## config.mk

```make
export PLATFORM = sky130hd
export DESIGN_NAME = pipeline_hazard_ctrl
export DESIGN_NICKNAME = d
export VERILOG_FILES = /design/src/rtl/pipeline_hazard_ctrl.sv
export SDC_FILE = /design/constraint.sdc
export NUM_CORES = 1
export LEC_CHECK = 0
export CORE_MARGIN = 2
export CORE_UTILIZATION = 29
export CTS_CLUSTER_SIZE = 8
export DETAILED_ROUTE_END_ITERATION = 16
export GPL_TIMING_DRIVEN = 0
export PLACE_DENSITY = 0.81
export SLEW_MARGIN = 20
export SYNTH_ARGS = -nofsm -noshare
export SYNTH_HDL_FRONTEND = slang
export SYNTH_SLANG_ARGS = --single-unit
```

## constraint.sdc

```tcl
create_clock -name clk -period 3.1 [get_ports clk]
set_input_delay 0.62 -clock clk [delete_from_list [all_inputs] [get_ports clk]]
set_output_delay 0.62 -clock clk [all_outputs]
set_load 0.03 [all_outputs]
```

## src/rtl/pipeline_hazard_ctrl.sv

```systemverilog
// Hazard/sequencing controller for the 5-stage MIPS pipeline: load-use bubble,
// taken-branch squash and multi-cycle mul hold. Optional perf counters: HAZ_PERF_CNT_EN.
module pipeline_hazard_ctrl #(
    parameter int MUL_LATENCY = 4,
    parameter int CNT_W       = 3
) (
    input  logic        clk,
    input  logic        rst_n,
    input  logic [4:0]  id_rs,
    input  logic [4:0]  id_rt,
    input  logic        id_uses_rt,
    input  logic        ex_mem_read,
    input  logic [4:0]  ex_rt,
    input  logic        ex_mul_op,
    input  logic        ex_br_taken,
    output logic        pc_write,
    output logic        if_id_write,
    output logic        if_id_flush,
    output logic        id_ex_write,
    output logic        id_ex_flush,
    output logic        ex_mem_bubble,
    output logic        busy,
    output logic [31:0] stall_cnt,
    output logic [31:0] flush_cnt
);

    typedef enum logic [0:0] {S_RUN = 1'b0, S_MUL_BUSY = 1'b1} state_t;

    localparam bit             MUL_STALLS = (MUL_LATENCY > 1);
    localparam logic [CNT_W-1:0] CNT_LOAD = CNT_W'(MUL_LATENCY > 1 ? MUL_LATENCY - 2 : 0);

    state_t           r_state;
    logic [CNT_W-1:0] r_cnt;
    logic             w_load_use;
    logic             w_br_squash;
    logic             w_mul_start;
    logic             w_pc_write;
    logic             w_if_id_write;
    logic             w_if_id_flush;
    logic             w_id_ex_write;
    logic             w_id_ex_flush;
    logic             w_ex_mem_bubble;

    // Hazard detection and pipeline control decode from state and live inputs
    always_comb begin
        w_load_use  = ex_mem_read && (ex_rt != 5'd0) &&
                      ((ex_rt == id_rs) || (id_uses_rt && (ex_rt == id_rt)));
        w_br_squash = rst_n && (r_state == S_RUN) && ex_br_taken;
        w_mul_start = rst_n && (r_state == S_RUN) && !ex_br_taken && ex_mul_op && MUL_STALLS;

        w_pc_write      = 1'b1;
        w_if_id_write   = 1'b1;
        w_if_id_flush   = 1'b0;
        w_id_ex_write   = 1'b1;
        w_id_ex_flush   = 1'b0;
        w_ex_mem_bubble = 1'b0;

        // Held reset drains the pipe: front end frozen, every stage cleared
        if (!rst_n) begin
            w_pc_write      = 1'b0;
            w_if_id_write   = 1'b0;
            w_if_id_flush   = 1'b1;
            w_id_ex_flush   = 1'b1;
            w_ex_mem_bubble = 1'b1;
        end else begin
            case (r_state)
                S_RUN: begin
                    if (w_br_squash) begin
                        w_if_id_flush = 1'b1;
                        w_id_ex_flush = 1'b1;
                    end else if (w_mul_start) begin
                        w_pc_write      = 1'b0;
                        w_if_id_write   = 1'b0;
                        w_id_ex_write   = 1'b0;
                        w_ex_mem_bubble = 1'b1;
                    end else if (w_load_use) begin
                        w_pc_write    = 1'b0;
                        w_if_id_write = 1'b0;
                        w_id_ex_flush = 1'b1;
                    end else begin
                        w_pc_write = 1'b1;
                    end
                end
                S_MUL_BUSY: begin
                    if (r_cnt != {CNT_W{1'b0}}) begin
                        w_pc_write      = 1'b0;
                        w_if_id_write   = 1'b0;
                        w_id_ex_write   = 1'b0;
                        w_ex_mem_bubble = 1'b1;
                    end else begin
                        w_pc_write = 1'b1;
                    end
                end
                default: begin
                    w_pc_write = 1'b1;
                end
            endcase
        end
    end

    assign pc_write      = w_pc_write;
    assign if_id_write   = w_if_id_write;
    assign if_id_flush   = w_if_id_flush;
    assign id_ex_write   = w_id_ex_write;
    assign id_ex_flush   = w_id_ex_flush;
    assign ex_mem_bubble = w_ex_mem_bubble;
    assign busy          = (r_state == S_MUL_BUSY);

    // Mul sequencing FSM; the RUN cycle that sees the mul is the first stall cycle
    always_ff @(posedge clk or negedge rst_n) begin
        if (!rst_n) begin
            r_state <= S_RUN;
            r_cnt   <= {CNT_W{1'b0}};
        end else begin
            case (r_state)
                S_RUN: begin
                    if (w_mul_start) begin
                        r_state <= S_MUL_BUSY;
                        r_cnt   <= CNT_LOAD;
                    end else begin
                        r_state <= S_RUN;
                        r_cnt   <= {CNT_W{1'b0}};
                    end
                end
                S_MUL_BUSY: begin
                    if (r_cnt != {CNT_W{1'b0}}) begin
                        r_cnt <= r_cnt - {{(CNT_W-1){1'b0}}, 1'b1};
                    end else begin
                        r_state <= S_RUN;
                    end
                end
                default: begin
                    r_state <= S_RUN;
                    r_cnt   <= {CNT_W{1'b0}};
                end
            endcase
        end
    end

`ifdef HAZ_PERF_CNT_EN
    logic [31:0] r_stall_cnt;
    logic [31:0] r_flush_cnt;

    // Performance counters: front-end stall cycles and branch squashes, wrapping
    always_ff @(posedge clk or negedge rst_n) begin
        if (!rst_n) begin
            r_stall_cnt <= 32'd0;
            r_flush_cnt <= 32'd0;
        end else begin
            if (!w_pc_write) begin
                r_stall_cnt <= r_stall_cnt + 32'd1;
            end
            if (w_br_squash) begin
                r_flush_cnt <= r_flush_cnt + 32'd1;
            end
        end
    end

    assign stall_cnt = r_stall_cnt;
    assign flush_cnt = r_flush_cnt;
`else
    assign stall_cnt = 32'd0;
    assign flush_cnt = 32'd0;
`endif

endmodule

```

# After elaboration in Yosys (flattened, before gate mapping)
# Cells that the tools add are included.
[word_totals] reg_bits=4 in_bits=21 out_inout_bits=71 wordCells=45
[op_classes] add_sub_neg=1 n_eq_ne=3 muxes=27 bitwise=1 reduce_logical=11
[op_table] op="two-way mux 1 bit" n=20
[op_table] op="equality test 5 bit" n=2
[op_table] op="one-hot mux 1 bit (2 select lines)" n=4
[op_table] op="logical AND 1 bit" n=7
[op_table] op="one-hot mux 3 bit (2 select lines)" n=1
[op_table] op="nonzero test 5 bit" n=1
[op_table] op="two-way mux 3 bit" n=1
[op_table] op="nonzero test 3 bit" n=1
[op_table] op="subtractor 3 x 1 -> 3 bit (second input constant)" n=1
[op_table] op="two-way mux 2 bit" n=1
[op_table] op="!= test 2 x 1 -> 1 bit (second input constant)" n=1
[op_table] op="logical NOT 1 bit" n=1
[op_table] op="logical OR 1 bit" n=1
[op_table] op="NOT 1 bit" n=1

# Depth between registers and ports, before layout
[depth] ltp_word=9 ltp_mapped=6 depth_no_buf=6

# Worst setup path after synthesis
# Ideal clock, no wire load.
[synth_path] path_type="input to output" from="input ex_rt[1]" to="output pc_write" arrival_time_ns=1.900 required_ns=2.480 path_slack_ns=0.580 stages=4 path_buffers=1 path_cell_list="or4_1 > o21ai_0 > o311a_1 > buf_4"
[synth_between] elab_chain_len=9 word_cells_on_any_way=12 cone_classes="eq/ne (2); mux (5); reduce/logical (5)"
[synth_lines] item="start, declared" line="13" source="input logic [4:0] ex_rt,"
[synth_lines] item="equality test 5 bit" line="47" source="((ex_rt == id_rs) || (id_uses_rt && (ex_rt == id_rt)));"
[synth_lines] item="logical AND 1 bit" line="47"
[synth_lines] item="logical OR 1 bit" line="47"
[synth_lines] item="logical AND 1 bit (*)" line="46" source="w_load_use = ex_mem_read && (ex_rt != 5'd0) &&"
[synth_lines] item="two-way mux 1 bit (*) (3 in a row)"
[synth_lines] item="one-hot mux 1 bit (2 select lines) (*)"
[synth_lines] item="two-way mux 1 bit (*)"
[synth_lines] item="end, declared" line="16" source="output logic pc_write,"
# Every way passes the cells marked *; elsewhere a longest branch is shown, timed or not.

# Worst setup path after layout
[layout_path] from="input ex_rt[1]" to="output id_ex_flush"
[layout_between] elab_chain_len=9 word_cells_on_any_way=12 cone_classes="eq/ne (2); mux (5); reduce/logical (5)"
[layout_lines] item="equality test 5 bit" line="47"
[layout_lines] item="logical AND 1 bit" line="47"
[layout_lines] item="logical OR 1 bit" line="47"
[layout_lines] item="logical AND 1 bit (*)" line="46"
[layout_lines] item="two-way mux 1 bit (*)" line="76" source="end else if (w_load_use) begin"
[layout_lines] item="two-way mux 1 bit (*)" line="71" source="end else if (w_mul_start) begin"
[layout_lines] item="two-way mux 1 bit (*)" line="68" source="if (w_br_squash) begin"
[layout_lines] item="two-way mux 1 bit (*)" line="66" source="case (r_state)"
[layout_lines] item="two-way mux 1 bit (*)" line="59" source="if (!rst_n) begin"
[layout_lines] item="end, declared" line="20" source="output logic id_ex_flush,"
# Marked as above.

==> impl_metrics.py <==
metrics = {
    "synthesis": {
        "synth-seq-cells": 4,
        "synthSimpleGateAreaFrac": 0.122,
        "synthAdderAreaFrac": 0.0283,
        "syn_avg_cell_area_um2": 7.89,
        "synthesis.area_um2": 883,
        "synth.top_cell.area_share": 0.552,
        "synth_top_family_by_area": "buffers and inverters",
        "yosys_warnings": 0,
        "post_synth_num_cell_types": 24,
        "post_synth_inst_count": 112,
        "yosysMostFrequentCell": "buf_4",
        "synth-edff-count": 0,
        "ys.flop_type": "dfrtp_1",
        "ys_top_cells_by_count": "buf_4 (65), xor2_1 (9), nand2_1 (5)",
        "synth-async-reset-ratio": 1.00,
        "yosys-mux-area-fraction": 0.0113,
        "ys_seq_area_frac": 0.113,
        "synth-xor-area-share": 0.109,
        "post_synth_main_area_contributors": "buf_4 (55%), dfrtp_1 (11%), xor2_1 (8.9%)",
        "synth_largest_area_cell": "buf_4",
        "synth_compound_area_frac": 0.0467,
    },
    "drt": {
        "routed-via-count": 762,
        "wl_um": 1550,
        "drcViolationCount": 0,
        "via_per_inst": 3.20,
        "count_of_routing_violations_after_the_opening_detailed_route_iteration": 7,
        "detail-route-antenna-nets": 0,
        "length_of_the_first_detailed_routing_pass_in_iterations": 3,
        "wire_per_inst_um": 6.51,
    },
    "critical_path": {
        "depth_of_the_most_critical_reg_to_reg_path": 5,
        "timing.rr.start": "r_cnt[0]",
        "critical_path_peak_fanout": 3,
        "worstPathRequired_ps": 2480,
        "setup.worst_path.start": "ex_rt[1]",
        "timing.setup.critical_path_class": "primary input to primary output",
        "critical_path.endpoint": "id_ex_flush",
        "critPathArrivalTime_ps": 2340,
        "start_kind": "primary input",
        "worstReg2RegEnd": "busy",
        "reg2reg_setup_slack_ps": 1840,
        "crit_path_end_kind": "primary output",
    },
    "finish": {
        "final_cells": 238,
        "postLayoutCellArea_um2": 1460,
        "layout.nets": 230,
        "post_route_cells_drive_above_1_share": 0.351,
        "final.fill_count": 302,
        "antenna_cells": 0,
        "layout-area-overhead-vs-synth_pct": 65.2,
    },
    "floorplan": {
        "die_y_um": 59.2,
        "floorplan.core_area_um2": 2980,
        "design.die.area_um2": 3500,
        "start_util": 0.297,
        "core.rowCount": 20,
        "i_o_pin_cnt": 92,
        "chipWidth_um": 59.2,
    },
    "cts": {
        "clock_tree.root_cell": "clkbuf_4",
        "clock_sink_count": 4,
        "htreeDepth": 1,
        "ctsLongestPathBuffers": 2,
        "worst_skew_pair.late_latency_ps": 230,
        "clock_tree_from_tritoncts": "yes",
        "cts_hold_buf": 0,
        "tritoncts.num_buffers": 3,
        "cts_post_setup_buffers_inserted": 0,
        "cts.reportedPaths.clkPinSlew_ps": 40,
    },
    "run": {
        "count_of_maximum_capacitance_violations": 0,
    },
    "global_routing": {
        "vias_in_the_first_global_route": 552,
        "grt-ovfl-total": 0,
        "grt_antenna_before_repair": 0,
        "grt_first_pass_wirelength_um": 2210,
        "grt_max_degree": 10,
        "gr-usage-all-layers": 0.0829,
    },
    "sta": {
        "period_minus_slack_ps": 2960,
        "rsz0062_at_grt": "no",
        "final.setup_skew_ps": 5.92,
        "post-route-period-util": 0.954,
        "achievable-frequency_mhz": 338,
        "setup_viol": 0,
        "report.final.hold_viol_count": 0,
        "maxSlewViolCount": 0,
    },
    "placement": {
        "place.port_buffers": 27,
        "placed_wire_length_estimate_um": 1480,
        "dp.cells": 235,
        "placement.cell_area_um2": 1430,
        "gp_routability_congestion": 0.705,
    },
    "min_path": {
        "worst_hold_path_type": "primary input to asynchronous set/reset pin",
    },
    "power": {
        "ir_drop_v": 0.0000737,
        "power_density_nw_per_um2": 270,
        "power.leakage_nw": 0.872,
    },
    "status": {
        "outcome": "finished, final reports clean",
    },
}
## cell usage in the layout, fill, tap and decap left out
cell and n:
clkbuf_4 3, nor4bb_4 1, or3_1 1, a21oi_1 2, clkdlybuf4s50_1 23, nor4_2 1, nand2_1 5, xnor2_1 2
xor2_1 9, ha_1 2, mux2i_1 1, conb_1 64, dlygate4sd2_1 2, buf_4 66, or4_1 1, o21ai_1 1
nor2_1 4, a32oi_1 1, o311a_1 1, and2_1 1, nand2b_1 2, nor3_1 1, dfrtp_1 4, inv_1 3
nand3b_1 1, buf_2 1, o21bai_1 1, nor2b_1 1
## power breakdown
part | total, mW | internal (mW) | switching (mW)
Combinational | 0.271 | 0.110 | 0.161
Clock | 0.0622 | 0.0431 | 0.0191
Sequential | 0.0608 | 0.0565 | 0.00430
## per-stage QoR
step | total power, mW | hold slack [ps] | utilization | TNS, ps | setup slack, ps
after floorplan | 0.279 | 324 | - | 0 | 580
after global routing | 0.422 | 401 | 0.490 | 0 | 1.54
after global placement | 0.329 | 503 | 0.481 | -1200 | -384
after detailed placement | 0.330 | 533 | 0.481 | -1260 | -387
after CTS | 0.397 | 391 | 0.492 | 0 | 41.9
final | 0.394 | 396 | 0.490 | 0 | 141
## cell families after synthesis
logic type / count (synthesis)
buf+inv: 68
other cells: 1
mux: 1
flops: 4
fa+ha+maj: 2
xor+xnor: 11
simple gates: 19
compound gates: 6
## how the worst min path moves through the flow
stage | to | from | depth (start not counted)
2_1_floorplan | busy | rst_n | 0
3_3_place_gp | r_cnt[1] | r_cnt[1] | 2
3_5_place_dp | r_cnt[1] | r_cnt[1] | 2
4_1_cts | r_cnt[1] | rst_n | 1
5_1_grt | r_cnt[1] | rst_n | 1
6_report | r_cnt[1] | rst_n | 1
## state kept, by name, indices dropped and copies added (netlist names)
register  count
r_cnt         3
busy          1
## metal layers
| metal | vias up | wire length (um) | track usage |
|---|---|---|---|
| li1 | 415 | - | - |
| met1 | 292 | 501 | 0.0757 |
| met2 | 53 | 791 | 0.162 |
| met3 | 2 | 241 | 0.0197 |
| met4 | 0 | 17 | 0.0487 |
| met5 | - | 0 | 0 |
## area by class of cell
cell class	count	area, um2	share of cell area
multi-input cells	103	536	0.367
plain buffers	65	488	0.334
repair buffers	27	260	0.178
flip-flops and latches	4	100	0.0686
well taps	33	41.3	0.0283
clock buffers	3	22.5	0.0154
inverters	3	11.3	0.00772
## what timing repair did
| action | CTS | global route |
|---|---|---|
| endpoints found under the hold margin | 0 | 0 |
| pin swaps | 0 | 2 |
| setup endpoints to repair | 5 | 3 |
| resized for setup | 9 | 3 |
## worst max-delay path, stage by stage
cell             delay (ps)
clkdlybuf4s50_1         460
or4_1                   550
o21ai_1                 170
or3_1                   130
o21bai_1                 50
dlygate4sd2_1           360
No activity file was read; power rests on OpenSTA's default activity.
